File: src/rtl/agc_pkg.sv
// Shared definitions for the one's complement sequential divider:
// default word width and the controller state encoding.
package agc_pkg;

  localparam int NUM_BIT = 15;

  typedef enum logic [1:0] {
    IDLE = 2'd0,
    CALC = 2'd1,
    DONE = 2'd2
  } state_t;

endpackage

File: src/rtl/ones_comp_abs.sv
// One's complement magnitude extractor: the sign bit selects whether the
// remaining bits are passed through or inverted, so +0 and -0 both map to 0.
module ones_comp_abs #(
  parameter int WIDTH = 15
) (
  input  logic [WIDTH-1:0] value,
  output logic             sign,
  output logic [WIDTH-2:0] mag
);

  assign sign = value[WIDTH-1];
  assign mag  = sign ? ~value[WIDTH-2:0] : value[WIDTH-2:0];

endmodule

File: src/rtl/ones_comp_seq_div.sv
// Sequential restoring divider for one's complement operands.
// A 2*NUM_BIT dividend is divided by a NUM_BIT divisor, one quotient bit per
// CALC cycle. Divide-by-zero and quotient overflow are detected up front and
// reported one cycle after acceptance.
//
// state | meaning
// IDLE  | ready=1, waiting for start; operands latched on accept
// CALC  | one restoring step per cycle, NUM_BIT-1 cycles
// DONE  | done=1 for one cycle, results valid
module ones_comp_seq_div
  import agc_pkg::*;
#(
  parameter int NUM_BIT = agc_pkg::NUM_BIT
) (
  input  logic                 clk,
  input  logic                 rst_n,
  input  logic                 start,
  input  logic [2*NUM_BIT-1:0] numer,
  input  logic [NUM_BIT-1:0]   denom,
  output logic                 ready,
  output logic                 done,
  output logic [NUM_BIT-1:0]   quot,
  output logic [NUM_BIT-1:0]   remain,
  output logic                 div_by_zero,
  output logic                 overflow
);

  localparam int NW    = 2 * NUM_BIT;
  localparam int CNT_W = $clog2(NUM_BIT);

  logic                 n_sign;
  logic                 d_sign;
  logic [NW-2:0]        nmag;
  logic [NUM_BIT-2:0]   dmag;

  state_t               state;
  state_t               state_nxt;

  logic [NUM_BIT-2:0]   dmag_q;
  logic [NUM_BIT-2:0]   rem_q;
  // Holds the not-yet-consumed dividend bits; quotient bits shift in at the
  // bottom as dividend bits shift out at the top.
  logic [NUM_BIT-2:0]   qbits_q;
  logic                 sq_q;
  logic                 sr_q;
  logic [CNT_W-1:0]     count_q;

  logic                 err_dbz;
  logic                 err_ovf;
  logic [NUM_BIT-1:0]   r_shift;
  logic [NUM_BIT-1:0]   d_ext;
  logic                 ge;
  logic [NUM_BIT-2:0]   rem_step;
  logic [NUM_BIT-2:0]   q_step;
  logic                 last_step;

  ones_comp_abs #(.WIDTH(NW)) u_abs_numer (
    .value (numer),
    .sign  (n_sign),
    .mag   (nmag)
  );

  ones_comp_abs #(.WIDTH(NUM_BIT)) u_abs_denom (
    .value (denom),
    .sign  (d_sign),
    .mag   (dmag)
  );

  // The upper half of the dividend must be below the divisor, otherwise the
  // quotient cannot fit in NUM_BIT-1 magnitude bits.
  assign err_dbz = (dmag == '0);
  assign err_ovf = (nmag[NW-2:NUM_BIT-1] >= {1'b0, dmag});

  // One restoring step: shift in the next dividend bit, subtract if it fits.
  always_comb begin
    r_shift   = {rem_q, qbits_q[NUM_BIT-2]};
    d_ext     = {1'b0, dmag_q};
    ge        = (r_shift >= d_ext);
    rem_step  = ge ? (NUM_BIT-1)'(r_shift - d_ext) : r_shift[NUM_BIT-2:0];
    q_step    = {qbits_q[NUM_BIT-3:0], ge};
    last_step = (count_q == CNT_W'(NUM_BIT - 2));
  end

  // State register.
  always_ff @(posedge clk or negedge rst_n) begin
    if (!rst_n) state <= IDLE;
    else        state <= state_nxt;
  end

  // Next-state and handshake outputs.
  always_comb begin
    state_nxt = state;
    ready     = 1'b0;
    done      = 1'b0;
    case (state)
      IDLE: begin
        ready = 1'b1;
        if (start) begin
          if (err_dbz || err_ovf) state_nxt = DONE;
          else                    state_nxt = CALC;
        end
      end
      CALC: begin
        if (last_step) state_nxt = DONE;
      end
      DONE: begin
        done      = 1'b1;
        state_nxt = IDLE;
      end
      default: state_nxt = IDLE;
    endcase
  end

  // Operand capture, iteration datapath and result registers.
  always_ff @(posedge clk or negedge rst_n) begin
    if (!rst_n) begin
      dmag_q      <= '0;
      rem_q       <= '0;
      qbits_q     <= '0;
      sq_q        <= 1'b0;
      sr_q        <= 1'b0;
      count_q     <= '0;
      quot        <= '0;
      remain      <= '0;
      div_by_zero <= 1'b0;
      overflow    <= 1'b0;
    end else begin
      case (state)
        IDLE: begin
          if (start) begin
            dmag_q      <= dmag;
            // Top bit of the upper half is zero whenever CALC is entered.
            rem_q       <= nmag[NW-3:NUM_BIT-1];
            qbits_q     <= nmag[NUM_BIT-2:0];
            sq_q        <= n_sign ^ d_sign;
            sr_q        <= n_sign;
            count_q     <= '0;
            quot        <= '0;
            remain      <= '0;
            div_by_zero <= err_dbz;
            overflow    <= !err_dbz && err_ovf;
          end
        end
        CALC: begin
          rem_q   <= rem_step;
          qbits_q <= q_step;
          count_q <= count_q + CNT_W'(1);
          if (last_step) begin
            // Negative zero results are kept as all-ones on purpose.
            quot   <= sq_q ? ~{1'b0, q_step}   : {1'b0, q_step};
            remain <= sr_q ? ~{1'b0, rem_step} : {1'b0, rem_step};
          end
        end
        default: ;
      endcase
    end
  end

endmodule

File: config.mk
export PLATFORM = sky130hd
export DESIGN_NAME = ones_comp_seq_div
export DESIGN_NICKNAME = d
export VERILOG_FILES = /design/src/rtl/agc_pkg.sv /design/src/rtl/ones_comp_abs.sv /design/src/rtl/ones_comp_seq_div.sv
export SDC_FILE = /design/constraint.sdc
export NUM_CORES = 1
export LEC_CHECK = 0
export ABC_AREA = 1
export CAP_MARGIN = 20
export CORE_ASPECT_RATIO = 1.2
export CORE_UTILIZATION = 45
export DETAILED_ROUTE_END_ITERATION = 12
export DONT_BUFFER_PORTS = 1
export SLEW_MARGIN = 10
export SYNTH_ARGS = -nofsm -noshare
export SYNTH_HDL_FRONTEND = slang
export SYNTH_HIERARCHICAL = 1
export SYNTH_SLANG_ARGS = --single-unit
File: constraint.sdc
create_clock -name clk -period 5.3 [get_ports clk]
set_input_delay 1.325 -clock clk [delete_from_list [all_inputs] [get_ports clk]]
set_output_delay 1.325 -clock clk [all_outputs]
set_load 0.02 [all_outputs]
==> flow_summary.yaml <==
timing:
  timing_hold_violations_final: 0
  worst_clock_skew_ns: 0.01136
  tns_ns: 0
  tightest_slew_ns: 0.7474
  rsz0062_at_grt: "false"
  layout_min_cycle_time_ns: 2.880
  fin_crit_sh_pct: 54.34
  slew_headroom_pct: 50.12
  drv_slew: 0
  whs_ns: 0.5325
  setup_violations: 0
  max_freq_mhz: 347.2
power:
  power.internal_mw: 2.014
  cellPowerDensity_nw_per_um2: 660.8
  vdd_drop_max_mv: 0.2194
  switching_share_pct: 51.14
  p_leak_nw: 3.418
  clkPwrFrac_pct: 16.8
  combPwrFrac_pct: 57.1
  seq_power_share_pct: 26.2
  p_sw_mw: 2.108
floorplan:
  die_w_um: 106.5
  core_area_um2: 12720
  die_h_um: 127.4
  initial_core_util_pct: 46.34
  std_cell_rows: 45
  io_pins: 82
  die-area_um2: 13570
synthesis:
  syn_nets: 958
  ys_warn_count: 6
  syn_area_um2: 5897
  synth_top_area_share_pct: 34.80
  synth_edf_count: 0
  synth_ff_type: "dfrtp_1"
  synth_top_cells_by_count: "322 x nand2_1, 129 x inv_1, 82 x dfrtp_1"
  ys_ff_latch: 82
  ys_async_sr_fraction_pct: 100.0
  synth.distinct_cells: 37
  synth_most_common_cell: "nand2_1"
  seq_area_frac_synth_pct: 34.80
  syn_inst: 879
  syn-mean-instance-area_um2: 6.709
  synth_area_leader_cell: "dfrtp_1"
  synth_area_leaders: "dfrtp_1 35%, nand2_1 20%, inv_1 8.2%, ha_1 6.4%, nand3_1 4.9%"
clock_network:
  clockBufferDepth: 2
  clockRootBuffer: "clkbuf_16"
  cts_tree: "built"
  clkTransAtPathRegs_ns: 0.06
  htree_num_levels: 3
  clkSinkCount: 82
  cts_hold_buf: 0
  post_cts_buffers: 0
  clk_latency_ns: 0.35
  cts_buffers: 9
  cts_resized: 0
final_layout:
  final_layout_size_suffix_gt1_share_pct: 6.265
  num_antenna_cells: 0
  fin_cells: 1026
  seq_area_um2: 2052
  n_fill_cell: 1365
  syn_to_final_growth_pct: 5.771
  multi_input_area_um2: 3113
  fin_nets: 936
placement:
  place_congestion: 0.8628
  post-place-cells: 1010
  port_buffers: 0
  hpwlAfterDp_mm: 12.52
setup_path:
  cp.arrival_ns: 3.16
  required_ns: 5.58
  r2r_cells: 9
  path_max_fanout: 20
  r2r_setup_slack_ns: 2.42
  endpoint_kind: "register"
  reg2reg_from: "rem_q[8]"
  worstSetupStartpointType: "register"
  worst-setup-path-type: "reg2reg"
  worstReg2RegEnd: "rem_q[9]"
min_path:
  hp-class: "reg2reg"
  min_path_cells: 2
  min_to: "sr_q"
  hp-start: "sr_q"
global_routing:
  grt_pass1_vias: 5172
  antenna_found_initial: 0
  grt_max_degree: 83
  grt-ovfl-total: 0
  grt_pass1_wl_mm: 26.99
  grtUsageTotal_pct: 25.70
routing:
  route.antenna.remaining_nets: 0
  vias: 5356
  drc: 0
  dr.pass1.iters: 5
  wl_per_cell_um: 16.08
  wl_mm: 16.49
  avgViaCountPerCell: 5.220
  drt_iter0_markers: 390
status:
  status: "complete, no violations"
flow_run:
  max_cap_violations: 0
-- placed cells by master, fill, tap and decap left out, types with 2 or more instances in the layout --
cell and instances:
nand2_1 322, inv_1 129, dfrtp_1 82, nand3_1 58, nor2_1 47, o21ai_0 39
ha_1 30, nand4_1 20, a21oi_1 16, o22ai_1 15, o21ai_1 13, a31oi_1 11
nand2_2 9, clkbuf_16 9, nor2_2 7, xor2_1 7, inv_2 6, nand3_2 6
nor2_4 3, xnor2_1 3, o21bai_1 3, nor3_1 3, buf_4 3, and2_1 2
o21ai_2 2, o211ai_1 2, bufinv_16 2
-- registers in the layout (all words and copies together), names as in the netlist --
name	cells
state	2
qbits_q	14
quot	15
count_q	4
rem_q	14
sr_q	1
overflow	1
remain	15
div_by_zero	1
sq_q	1
dmag_q	14
-- critical path: stages, from the launching register on --
cell,delay [ns]
dfrtp_1,0.44
ha_1,0.43
nand2_2,0.11
nor2_2,0.17
nand4_1,0.52
nand3_2,0.64
nand3_2,0.15
nand2_1,0.17
nand2_1,0.09
nand3_1,0.09
-- metrics by stage --
stage	utilization (%)	power, mW	setup WS [ns]	cell area (um^2)
2_1_floorplan	-	2.873	2.465	5897
3_3_place_gp	46.44	3.408	2.251	5909
3_5_place_dp	46.44	3.422	2.160	5909
4_1_cts	49.02	4.128	2.417	6237
5_1_grt	49.02	4.491	2.245	6237
6_report	49.02	4.122	2.420	6237
-- logic make-up (layout without fill, tap and decap cells) --
kind of cell / Yosys count / count (layout) / share of synthesized area (%)
buf+inv: 173 / 156 / 12.41
xor+xnor: 10 / 10 / 1.485
simple gates: 480 / 480 / 34.73
fa+ha+maj: 31 / 31 / 6.705
compound gates: 103 / 103 / 9.867
flops: 82 / 82 / 34.80
-- how the worst max path moves through the flow --
stage / slack [ns] / startpoint / endpoint
finish: 2.42 / rem_q[8] / rem_q[9]
global route: 2.25 / rem_q[8] / remain[4]
CTS: 2.42 / rem_q[9] / rem_q[9]
detailed placement: 2.16 / numer[29] / state[1]
global placement: 2.25 / numer[29] / state[1]
floorplan: 2.46 / numer[29] / state[1]
-- power groups by stage --
stage | combinational, mW | clock [mW] | sequential, mW
final | 2.35 | 0.692 | 1.08
after detailed placement | 2.33 | 0 | 1.09
after global placement | 2.33 | 0 | 1.08
after CTS | 2.35 | 0.702 | 1.08
after global routing | 2.67 | 0.722 | 1.10
after floorplan | 1.85 | 0 | 1.02
-- area by class of cell --
type,count,share of cell area [%]
Clock buffer,11,3.892
Clock inverter,5,1.364
Inverter,137,8.285
Multi-Input combinational cell,624,49.91
Sequential cell,82,32.90
Tap cell,164,3.290
Timing Repair Buffer,3,0.3611
-- routing by layer --
metal	share of wire [%]	up-vias	GRT usage [%]
li1	-	2723	-
met1	47	2471	35.61
met2	46	151	41.60
met3	5.5	11	3.929
met4	0.92	0	7.252
met5	0	-	0
Power figures use the tool's default switching activity.
